===== src/rtl/scale_demux_pkg.sv =====
// Shared types for the scale_demux steering block: per-output buffer occupancy
// states and the buffer depth.
package scale_demux_pkg;

    typedef enum logic [1:0] {
        EMPTY = 2'd0,
        ONE   = 2'd1,
        TWO   = 2'd2
    } buf_state_e;

    localparam int DEMUX_DEPTH = 2;

endpackage


===== src/rtl/scale_demux_if.sv =====
// Stream bundle of scale_demux: one valid/ready input, two valid/ready outputs
// and the per-output accepted-beat counters.
interface scale_demux_if #(
    parameter int width = 1,
    parameter int cnt_w = 8
) ();

    logic [0:width-1] in_data;
    logic             in_valid;
    logic             in_sel_a;
    logic             in_ready;
    logic [0:width-1] a_data;
    logic             a_valid;
    logic             a_ready;
    logic [0:width-1] b_data;
    logic             b_valid;
    logic             b_ready;
    logic [cnt_w-1:0] a_count;
    logic [cnt_w-1:0] b_count;

    modport master (
        output in_data, in_valid, in_sel_a, a_ready, b_ready,
        input  in_ready, a_data, a_valid, b_data, b_valid, a_count, b_count
    );

    modport slave (
        input  in_data, in_valid, in_sel_a, a_ready, b_ready,
        output in_ready, a_data, a_valid, b_data, b_valid, a_count, b_count
    );

endinterface


===== src/rtl/scale_demux_buf2.sv =====
// Two-entry in-order buffer for one demux output: entry 0 is always the head,
// entry 1 only holds a beat while the buffer is TWO.
module scale_demux_buf2
    import scale_demux_pkg::*;
#(
    parameter int width = 1
) (
    input  logic             clk,
    input  logic             rst_,
    input  logic             push,
    input  logic             pop,
    input  logic [0:width-1] d,
    output logic             full,
    output logic             valid,
    output logic [0:width-1] head
);

    buf_state_e       state_r;
    logic [0:width-1] mem_r [0:DEMUX_DEPTH-1];

    // Occupancy FSM and storage; a push to a full buffer or a pop of an empty one is ignored.
    always_ff @(posedge clk or negedge rst_) begin
        if (!rst_) begin
            state_r <= EMPTY;
            for (int i = 0; i < DEMUX_DEPTH; i++) begin
                mem_r[i] <= '0;
            end
        end else begin
            case (state_r)
                EMPTY: begin
                    if (push) begin
                        mem_r[0] <= d;
                        state_r  <= ONE;
                    end
                end
                ONE: begin
                    // Simultaneous push and pop replaces the head and stays ONE.
                    if (push && pop) begin
                        mem_r[0] <= d;
                    end else if (push) begin
                        mem_r[1] <= d;
                        state_r  <= TWO;
                    end else if (pop) begin
                        state_r  <= EMPTY;
                    end
                end
                TWO: begin
                    if (pop) begin
                        mem_r[0] <= mem_r[1];
                        state_r  <= ONE;
                    end
                end
                default: begin
                    state_r <= EMPTY;
                end
            endcase
        end
    end

    assign full  = (state_r == TWO);
    assign valid = (state_r != EMPTY);
    assign head  = mem_r[0];

endmodule


===== src/rtl/scale_demux_chk.sv =====
// Protocol checker for the scale_demux input: a stalled beat must be held
// unchanged, and the select must be known whenever a beat is offered.
module scale_demux_chk #(
    parameter int width = 1
) (
    input logic             clk,
    input logic             rst_,
    input logic             in_valid,
    input logic             in_ready,
    input logic             in_sel_a,
    input logic [0:width-1] in_data
);

    logic             stall_r;
    logic             sel_r;
    logic [0:width-1] data_r;

    // Remember whether last cycle's beat was refused, and what it carried.
    always_ff @(posedge clk or negedge rst_) begin
        if (!rst_) begin
            stall_r <= 1'b0;
            sel_r   <= 1'b0;
            data_r  <= '0;
        end else begin
            stall_r <= in_valid && !in_ready;
            sel_r   <= in_sel_a;
            data_r  <= in_data;
        end
    end

    held_beat_stable: assert property (@(posedge clk) disable iff (!rst_)
        (stall_r && in_valid) |-> (in_sel_a == sel_r && in_data == data_r));

    select_known: assert property (@(posedge clk) disable iff (!rst_)
        in_valid |-> !$isunknown(in_sel_a));

endmodule


===== src/rtl/scale_demux.sv =====
// Registered 1-to-2 stream demultiplexer: each beat is steered to output A or B
// by in_sel_a and lands in that output's own two-entry buffer.
module scale_demux
    import scale_demux_pkg::*;
#(
    parameter int width = 1,
    parameter int cnt_w = 8
) (
    input logic          clk,
    input logic          rst_,
    scale_demux_if.slave bus
);

    localparam logic [cnt_w-1:0] CNT_ONE = cnt_w'(1'b1);

    logic             a_full_s;
    logic             b_full_s;
    logic             push_a_s;
    logic             push_b_s;
    logic             ready_s;
    logic [cnt_w-1:0] a_count_r;
    logic [cnt_w-1:0] b_count_r;

    // Select decode: readiness depends only on the select and buffer occupancy,
    // never on the consumers' ready, so a pop cannot open the input in the same cycle.
    always_comb begin
        push_a_s = 1'b0;
        push_b_s = 1'b0;
        ready_s  = 1'b0;
        unique case (bus.in_sel_a)
            1'b1: begin
                ready_s  = !a_full_s;
                push_a_s = bus.in_valid && !a_full_s;
            end
            1'b0: begin
                ready_s  = !b_full_s;
                push_b_s = bus.in_valid && !b_full_s;
            end
            default: begin
                ready_s  = 1'b0;
            end
        endcase
    end

    assign bus.in_ready = ready_s;

    // Accepted-beat counters, free-running with natural wrap.
    always_ff @(posedge clk or negedge rst_) begin
        if (!rst_) begin
            a_count_r <= '0;
            b_count_r <= '0;
        end else begin
            if (push_a_s) begin
                a_count_r <= a_count_r + CNT_ONE;
            end
            if (push_b_s) begin
                b_count_r <= b_count_r + CNT_ONE;
            end
        end
    end

    assign bus.a_count = a_count_r;
    assign bus.b_count = b_count_r;

    scale_demux_buf2 #(.width(width)) u_buf_a (
        .clk   (clk),
        .rst_  (rst_),
        .push  (push_a_s),
        .pop   (bus.a_ready),
        .d     (bus.in_data),
        .full  (a_full_s),
        .valid (bus.a_valid),
        .head  (bus.a_data)
    );

    scale_demux_buf2 #(.width(width)) u_buf_b (
        .clk   (clk),
        .rst_  (rst_),
        .push  (push_b_s),
        .pop   (bus.b_ready),
        .d     (bus.in_data),
        .full  (b_full_s),
        .valid (bus.b_valid),
        .head  (bus.b_data)
    );

    scale_demux_chk #(.width(width)) u_chk (
        .clk      (clk),
        .rst_     (rst_),
        .in_valid (bus.in_valid),
        .in_ready (ready_s),
        .in_sel_a (bus.in_sel_a),
        .in_data  (bus.in_data)
    );

endmodule


===== src/flat_wrapper.sv =====
// flat-port wrapper written by rule: the top's interface ports become plain ports
module scale_demux_flat import scale_demux_pkg::*;
#(
    parameter int width = 1,
    parameter int cnt_w = 8
)
  (clk, rst_, bus_in_data, bus_in_valid, bus_in_sel_a, bus_a_ready, bus_b_ready, bus_in_ready, bus_a_data, bus_a_valid, bus_b_data, bus_b_valid, bus_a_count, bus_b_count);
  scale_demux_if #(.width(width), .cnt_w(cnt_w)) bus_i ();
  input logic clk;
  input logic rst_;
  input wire logic [$bits(bus_i.in_data)-1:0] bus_in_data;
  input wire logic [$bits(bus_i.in_valid)-1:0] bus_in_valid;
  input wire logic [$bits(bus_i.in_sel_a)-1:0] bus_in_sel_a;
  input wire logic [$bits(bus_i.a_ready)-1:0] bus_a_ready;
  input wire logic [$bits(bus_i.b_ready)-1:0] bus_b_ready;
  output wire logic [$bits(bus_i.in_ready)-1:0] bus_in_ready;
  output wire logic [$bits(bus_i.a_data)-1:0] bus_a_data;
  output wire logic [$bits(bus_i.a_valid)-1:0] bus_a_valid;
  output wire logic [$bits(bus_i.b_data)-1:0] bus_b_data;
  output wire logic [$bits(bus_i.b_valid)-1:0] bus_b_valid;
  output wire logic [$bits(bus_i.a_count)-1:0] bus_a_count;
  output wire logic [$bits(bus_i.b_count)-1:0] bus_b_count;
  assign bus_i.in_data = bus_in_data;
  assign bus_i.in_valid = bus_in_valid;
  assign bus_i.in_sel_a = bus_in_sel_a;
  assign bus_i.a_ready = bus_a_ready;
  assign bus_i.b_ready = bus_b_ready;
  assign bus_in_ready = bus_i.in_ready;
  assign bus_a_data = bus_i.a_data;
  assign bus_a_valid = bus_i.a_valid;
  assign bus_b_data = bus_i.b_data;
  assign bus_b_valid = bus_i.b_valid;
  assign bus_a_count = bus_i.a_count;
  assign bus_b_count = bus_i.b_count;
  scale_demux #(.width(width), .cnt_w(cnt_w)) u_core (.clk(clk), .rst_(rst_), .bus(bus_i));
endmodule

===== config.mk =====
export PLATFORM = sky130hd
export DESIGN_NAME = scale_demux_flat
export DESIGN_NICKNAME = d
export VERILOG_FILES = /design/src/rtl/scale_demux_pkg.sv /design/src/rtl/scale_demux_if.sv /design/src/rtl/scale_demux_buf2.sv /design/src/rtl/scale_demux_chk.sv /design/src/rtl/scale_demux.sv /design/src/flat_wrapper.sv
export SDC_FILE = /design/constraint.sdc
export NUM_CORES = 1
export LEC_CHECK = 0
export CAP_MARGIN = 20
export CORE_MARGIN = 2
export CORE_UTILIZATION = 40
export CTS_CLUSTER_DIAMETER = 200
export CTS_CLUSTER_SIZE = 14
export DETAILED_ROUTE_END_ITERATION = 8
export PLACE_DENSITY = 0.66
export SLEW_MARGIN = 20
export SYNTH_ARGS = -nofsm -noshare
export SYNTH_HDL_FRONTEND = slang
export SYNTH_SLANG_ARGS = --single-unit

===== constraint.sdc =====
create_clock -name clk -period 2.6 [get_ports clk]
set_input_delay 0.52 -clock clk [delete_from_list [all_inputs] [get_ports clk]]
set_output_delay 0.52 -clock clk [all_outputs]
set_load 0.01 [all_outputs]

Word level (Yosys, flattened, before mapping)
Index checks and enable logic that the tools add are counted.

Add/subtract/negate cells: 2. Eq/ne operators: 14. Multiplexer cells: 23. Bitwise logic cells: 3. Reductions and logical operators: 18.

Operators with widths (count): 2-bit 2-to-1 mux (10); 8-bit by 1-bit adder with 8-bit output, second input constant (2); 2-bit inequality test, second input constant (8); 4-bit AND reduction (4); 2-bit one-hot mux with 3 select lines (2); 1-bit 2-to-1 mux (8); 3-bit inequality test, second input constant (2); 1-bit one-hot mux with 3 select lines (2); 3-bit AND reduction (2); 3-bit nonzero test (2); 2-bit by 1-bit equality test with 1-bit output, second input constant (2); 2-bit equality test, second input constant (2); 1-bit logical AND (4); 2-bit zero test (2); 2-bit nonzero test (2); 1-bit inverter (3); 1-bit zero test (2); 1-bit one-hot mux with 2 select lines (1).

Register bits after elaboration: 24. Input bits: 7. Logic and storage cells: 68.

Depth between registers and ports, before layout
Depth in word-level cells: 7. Mapped depth: 4. Mapped depth without buffers: 4.

Hierarchy
From an unflattened synthesis, not the netlist that was laid out.

Cells, all modules: 98. Area total of the unflattened synthesis: 1173.6 um2.

By module, submodules not included: scale_demux (instances 1, cells an instance 56, area each 715.7 um2, seq. area each 400.4 um2); scale_demux_buf2 (instances 2, cells an instance 21, area each 229.0 um2, seq. area each 100.1 um2).

Worst setup path before layout
OpenSTA, ideal clock, no wires.

Path type: reg-to-output. Start point: register u_core.u_buf_b.state_r[1]. End point: output bus_in_ready. Data arrival time: 932 ps. Data required time: 2080 ps. Path slack: 1148 ps. Cell stages (with the launch flop): 4. Cells stage by stage: dfrtp_1 > nor2b_2 > buf_6 > mux2i_1.

Word-level cells in the longest chain between the ends: 3.

RTL lines: from (decl) (line scale_demux_buf2.sv:18) `buf_state_e state_r;`; from (signal assigned) (line scale_demux_buf2.sv:24) `state_r <= EMPTY;`; from (signal assigned) (line scale_demux_buf2.sv:33) `state_r <= ONE;`; from (signal assigned) (line scale_demux_buf2.sv:42) `state_r <= TWO;`; 2-bit equality test (line scale_demux_buf2.sv:60) `assign full = (state_r == TWO);`; 1-bit zero test (line scale_demux.sv:36) `ready_s = !b_full_s;`; 1-bit one-hot mux with 2 select lines (line scale_demux.sv:30) `unique case (bus.in_sel_a)`; to (decl) (line flat_wrapper.sv:16) `output wire logic [$bits(bus_i.in_ready)-1:0] bus_in_ready;`.

Every way passes these cells.

Worst setup path after layout
Same ends and word-level chain as after synthesis.

==> impl_metrics.csv <==
group,metric,value,unit
logic_synthesis,post-synth-top-count-cell,"dfrtp_1",
sta,fin_skew,0.00232,ns
sta,worstMarginPinSlew,0.505,ns
worst_setup_path,path_class,"reg -> out",
worst_setup_path,end_kind,"output port",
worst_setup_path,slowest_delay,0.50,ns
sta,fin_setup_tns,0,ns
worst_setup_path,rr_startpoint,"u_core.u_buf_b.state_r[1]$_DFFE_PN0P_",
pwr,p_leak,0.000680,uW
detailed_routing,first_pass_iters,4,
logic_synthesis,syn-cell-area,0.00128,mm2
min_path,hold_end,"u_core.bus.a_count[7]$_DFFE_PN0N_",
floorplan,die_x,60.6,um
logic_synthesis,synthArstFlopShare,100,%
clock_tree,cts_num_sinks,24,
run_status,status,"complete, no violations",
worst_setup_path,crit_fanout,11,
clock_tree,root_buffer,"clkbuf_4",
grt,grt_max_degree,25,
grt,grt_pass1_wl,3690,um
logic_synthesis,netlist.area_leader.share,46.9,%
worst_setup_path,path_delay_family,"buffers and inverters",
logic_synthesis,synth_cell_types,35,
floorplan,die_area,0.00367,mm2
logic_synthesis,avgSynthCellArea,11.8,um2
detailed_routing,drt_wl_total,2230,um
cells_and_area,drive_gt1_share,16.7,%
grt,grt_use_total,13.2,%
clock_tree,cts_tree,"yes",
worst_setup_path,rr_worst_depth,3,
logic_synthesis,yosysWarnings,0,
logic_synthesis,yosysTopAreaCell,"dfrtp_1",
placement,gp_congestion,0.765,
cells_and_area,fin_nets,148,
worst_setup_path,worstPathRequired,2.08,ns
sta,rsz0062_at_grt,"no",
clock_tree,clockBufferDepth,2,
detailed_routing,wl_per_cell,12.2,um
min_path,hold_depth,1,
clock_tree,cts-resized-gates,0,
logic_synthesis,synth_common_cells,"dfrtp_1, xor2_1, nor4_2",
min_path,hold_start,"u_core.bus.a_count[7]$_DFFE_PN0N_",
clock_tree,cts_hold_buf,0,
placement,io_buffers,27,
logic_synthesis,synth_edf_count,0,
min_path,hold_path.class,"reg -> reg",
clock_tree,htree_num_levels,1,
worst_setup_path,ff2ff_setup_slack,1.07,ns
clock_tree,clk_latency,0.31,ns
worst_setup_path,critPathBufInv,1,
floorplan,pin_count,28,
detailed_routing,drtIter0Drc,17,
pwr,vdd_drop_max,0.282,mV
flow_run,drv_cap,0,
detailed_routing,drc_errors,0,
placement,dp_hpwl,1640,um
placement,dpl-instance-area,0.00158,mm2
sta,drv_slew,0,
sta,hold_viol_final,0,
clock_tree,clkTransAtPathRegs,0.13,ns
logic_synthesis,synth-seq-area-share,46.9,%
detailed_routing,vias,908,
worst_setup_path,crit_path_cell_trace,"nor2b_2, mux2i_1, clkdlybuf4s50_1",
floorplan,core-area,0.00305,mm2
cells_and_area,synthToLayoutAreaGrowth,27.1,%
sta,fmax,0.414,GHz
detailed_routing,ant_nets,0,
detailed_routing,vias_per_cell,4.99,
grt,grt_pass1_vias,833,
pwr,power.density,885,mW/mm2
worst_setup_path,r2r-end,"u_core.bus.b_count[1]$_DFFE_PN0N_",
clock_tree,post_cts_buffers,0,
clock_tree,cts_inserted_buffers,3,
worst_setup_path,worst-endpoint-arrival,1.90,ns
grt,overflow,0,
sta,fin_crit_sh,93.0,%
floorplan,start_util,42.0,%
logic_synthesis,synth_ff_type,"dfrtp_1",
floorplan,rows,20,
cells_and_area,stdcell_area,0.00163,mm2
logic_synthesis,syn_nets,118,
worst_setup_path,slowest_stage,"clkdlybuf4s50_1",
sta,relSlewSlack,66.2,%
logic_synthesis,syn_inst,109,
logic_synthesis,ys_ff_latch,24,
logic_synthesis,synth.area.top_cells,"dfrtp_1, xor2_1, nor4_2",
sta,period_minus_slack,2.42,ns
floorplan,die_h,60.6,um
sta,finalSetupViolCount,0,
grt,antenna_found_initial,0,
worst_setup_path,critPathLaunchType,"flip-flop",
cells_and_area,antenna_cells,0,
==> layer usage <==
layer / up-vias / GRT usage, % / wire, um
met5: - / 0 / 0
met2: 26 / 20.0 / 1010
met3: 2 / 2.77 / 120
met4: 0 / 4.66 / 13
met1: 431 / 18.8 / 1080
li1: 449 / - / -
==> cell families after synthesis <==
group	count (synthesis)	synth area share, %
adders and majority gates	2	1.95
xor gates and xnor gates	14	9.57
DFF	24	46.9
buffers and inverters	8	4.69
and+or+nand+nor	45	27.1
muxes	4	3.42
AOI/OAI and AO/OA	12	6.45
==> power by group <==
group | total, uW | leakage [uW] | switching (uW) | internal, uW
sequential | 644 | 0.000296 | 147 | 497
combinational | 530 | 0.000357 | 213 | 316
clock | 267 | 0.0000279 | 111 | 156
==> per-stage QoR <==
step / power [uW] / utilization, % / hold slack (ns) / worst slack [ns] / std cells
3_3_place_gp: 1170 / 51.6 / 0.456 / 0.328 / 178
5_1_grt: 1540 / 53.4 / 0.504 / 0.0513 / 182
3_5_place_dp: 1190 / 51.6 / 0.465 / 0.329 / 178
2_1_floorplan: 890 / - / 0.224 / 1.15 / 109
6_report: 1440 / 53.4 / 0.481 / 0.182 / 182
4_1_cts: 1460 / 53.4 / 0.486 / 0.147 / 182
==> registers in the layout (all words and copies together) (netlist names) <==
| signal | flops |
|---|---|
| u_core.bus.b_count | 8 |
| u_core.bus.a_count | 8 |
| u_core.u_buf_a.head | 1 |
| u_core.u_buf_b.head | 1 |
| u_core.u_buf_b.state_r | 2 |
| u_core.u_buf_b.mem_r | 1 |
| u_core.u_buf_a.mem_r | 1 |
| u_core.u_buf_a.state_r | 2 |
==> worst register-to-register path: cells and delay by family, from the launching register on <==
kind,cells,cell delay [ns]
AND/OR/NAND/NOR,2,0.64
flip-flops,1,0.46
multiplexers,1,0.33
==> worst max path at each step <==
stage	start	endpoint	cells past startpoint
finish	u_core.u_buf_b.state_r[1]$_DFFE_PN0P_	bus_in_ready	3
global route	u_core.u_buf_b.state_r[1]$_DFFE_PN0P_	bus_in_ready	3
CTS	u_core.u_buf_b.state_r[1]$_DFFE_PN0P_	bus_in_ready	3
detailed placement	bus_in_sel_a	bus_in_ready	3
global placement	bus_in_sel_a	bus_in_ready	3
floorplan	u_core.u_buf_b.state_r[1]$_DFFE_PN0P_	bus_in_ready	3
==> area by class of cell <==
type                    count  area (um2)
well taps                  44        55.1
clock buffers               3        22.5
inverters                   4        15.0
fillers                   288        1420
clock inverters             1        30.0
multi-input cells          77         621
flip-flops and latches     24         601
repair buffers             29         285
==> cells in the final DEF, fill, tap and decap left out, types with 2 or more instances in the layout <==
cell type and instances:
a31oi_1 2, nand2b_1 2, xor2_1 14, mux2_1 3
nor2_1 5, clkbuf_4 3, nor3b_2 3, ha_1 2
nor3_1 3, nor4_1 2, nor4b_2 2, inv_1 4
buf_4 2, or2_2 2, nor4_2 6, nand2_1 5
clkdlybuf4s50_1 27, nand4_1 2, a21oi_1 4, nand3_1 4
dfrtp_1 24
Note: power is estimated with default switching activity, not from simulation.
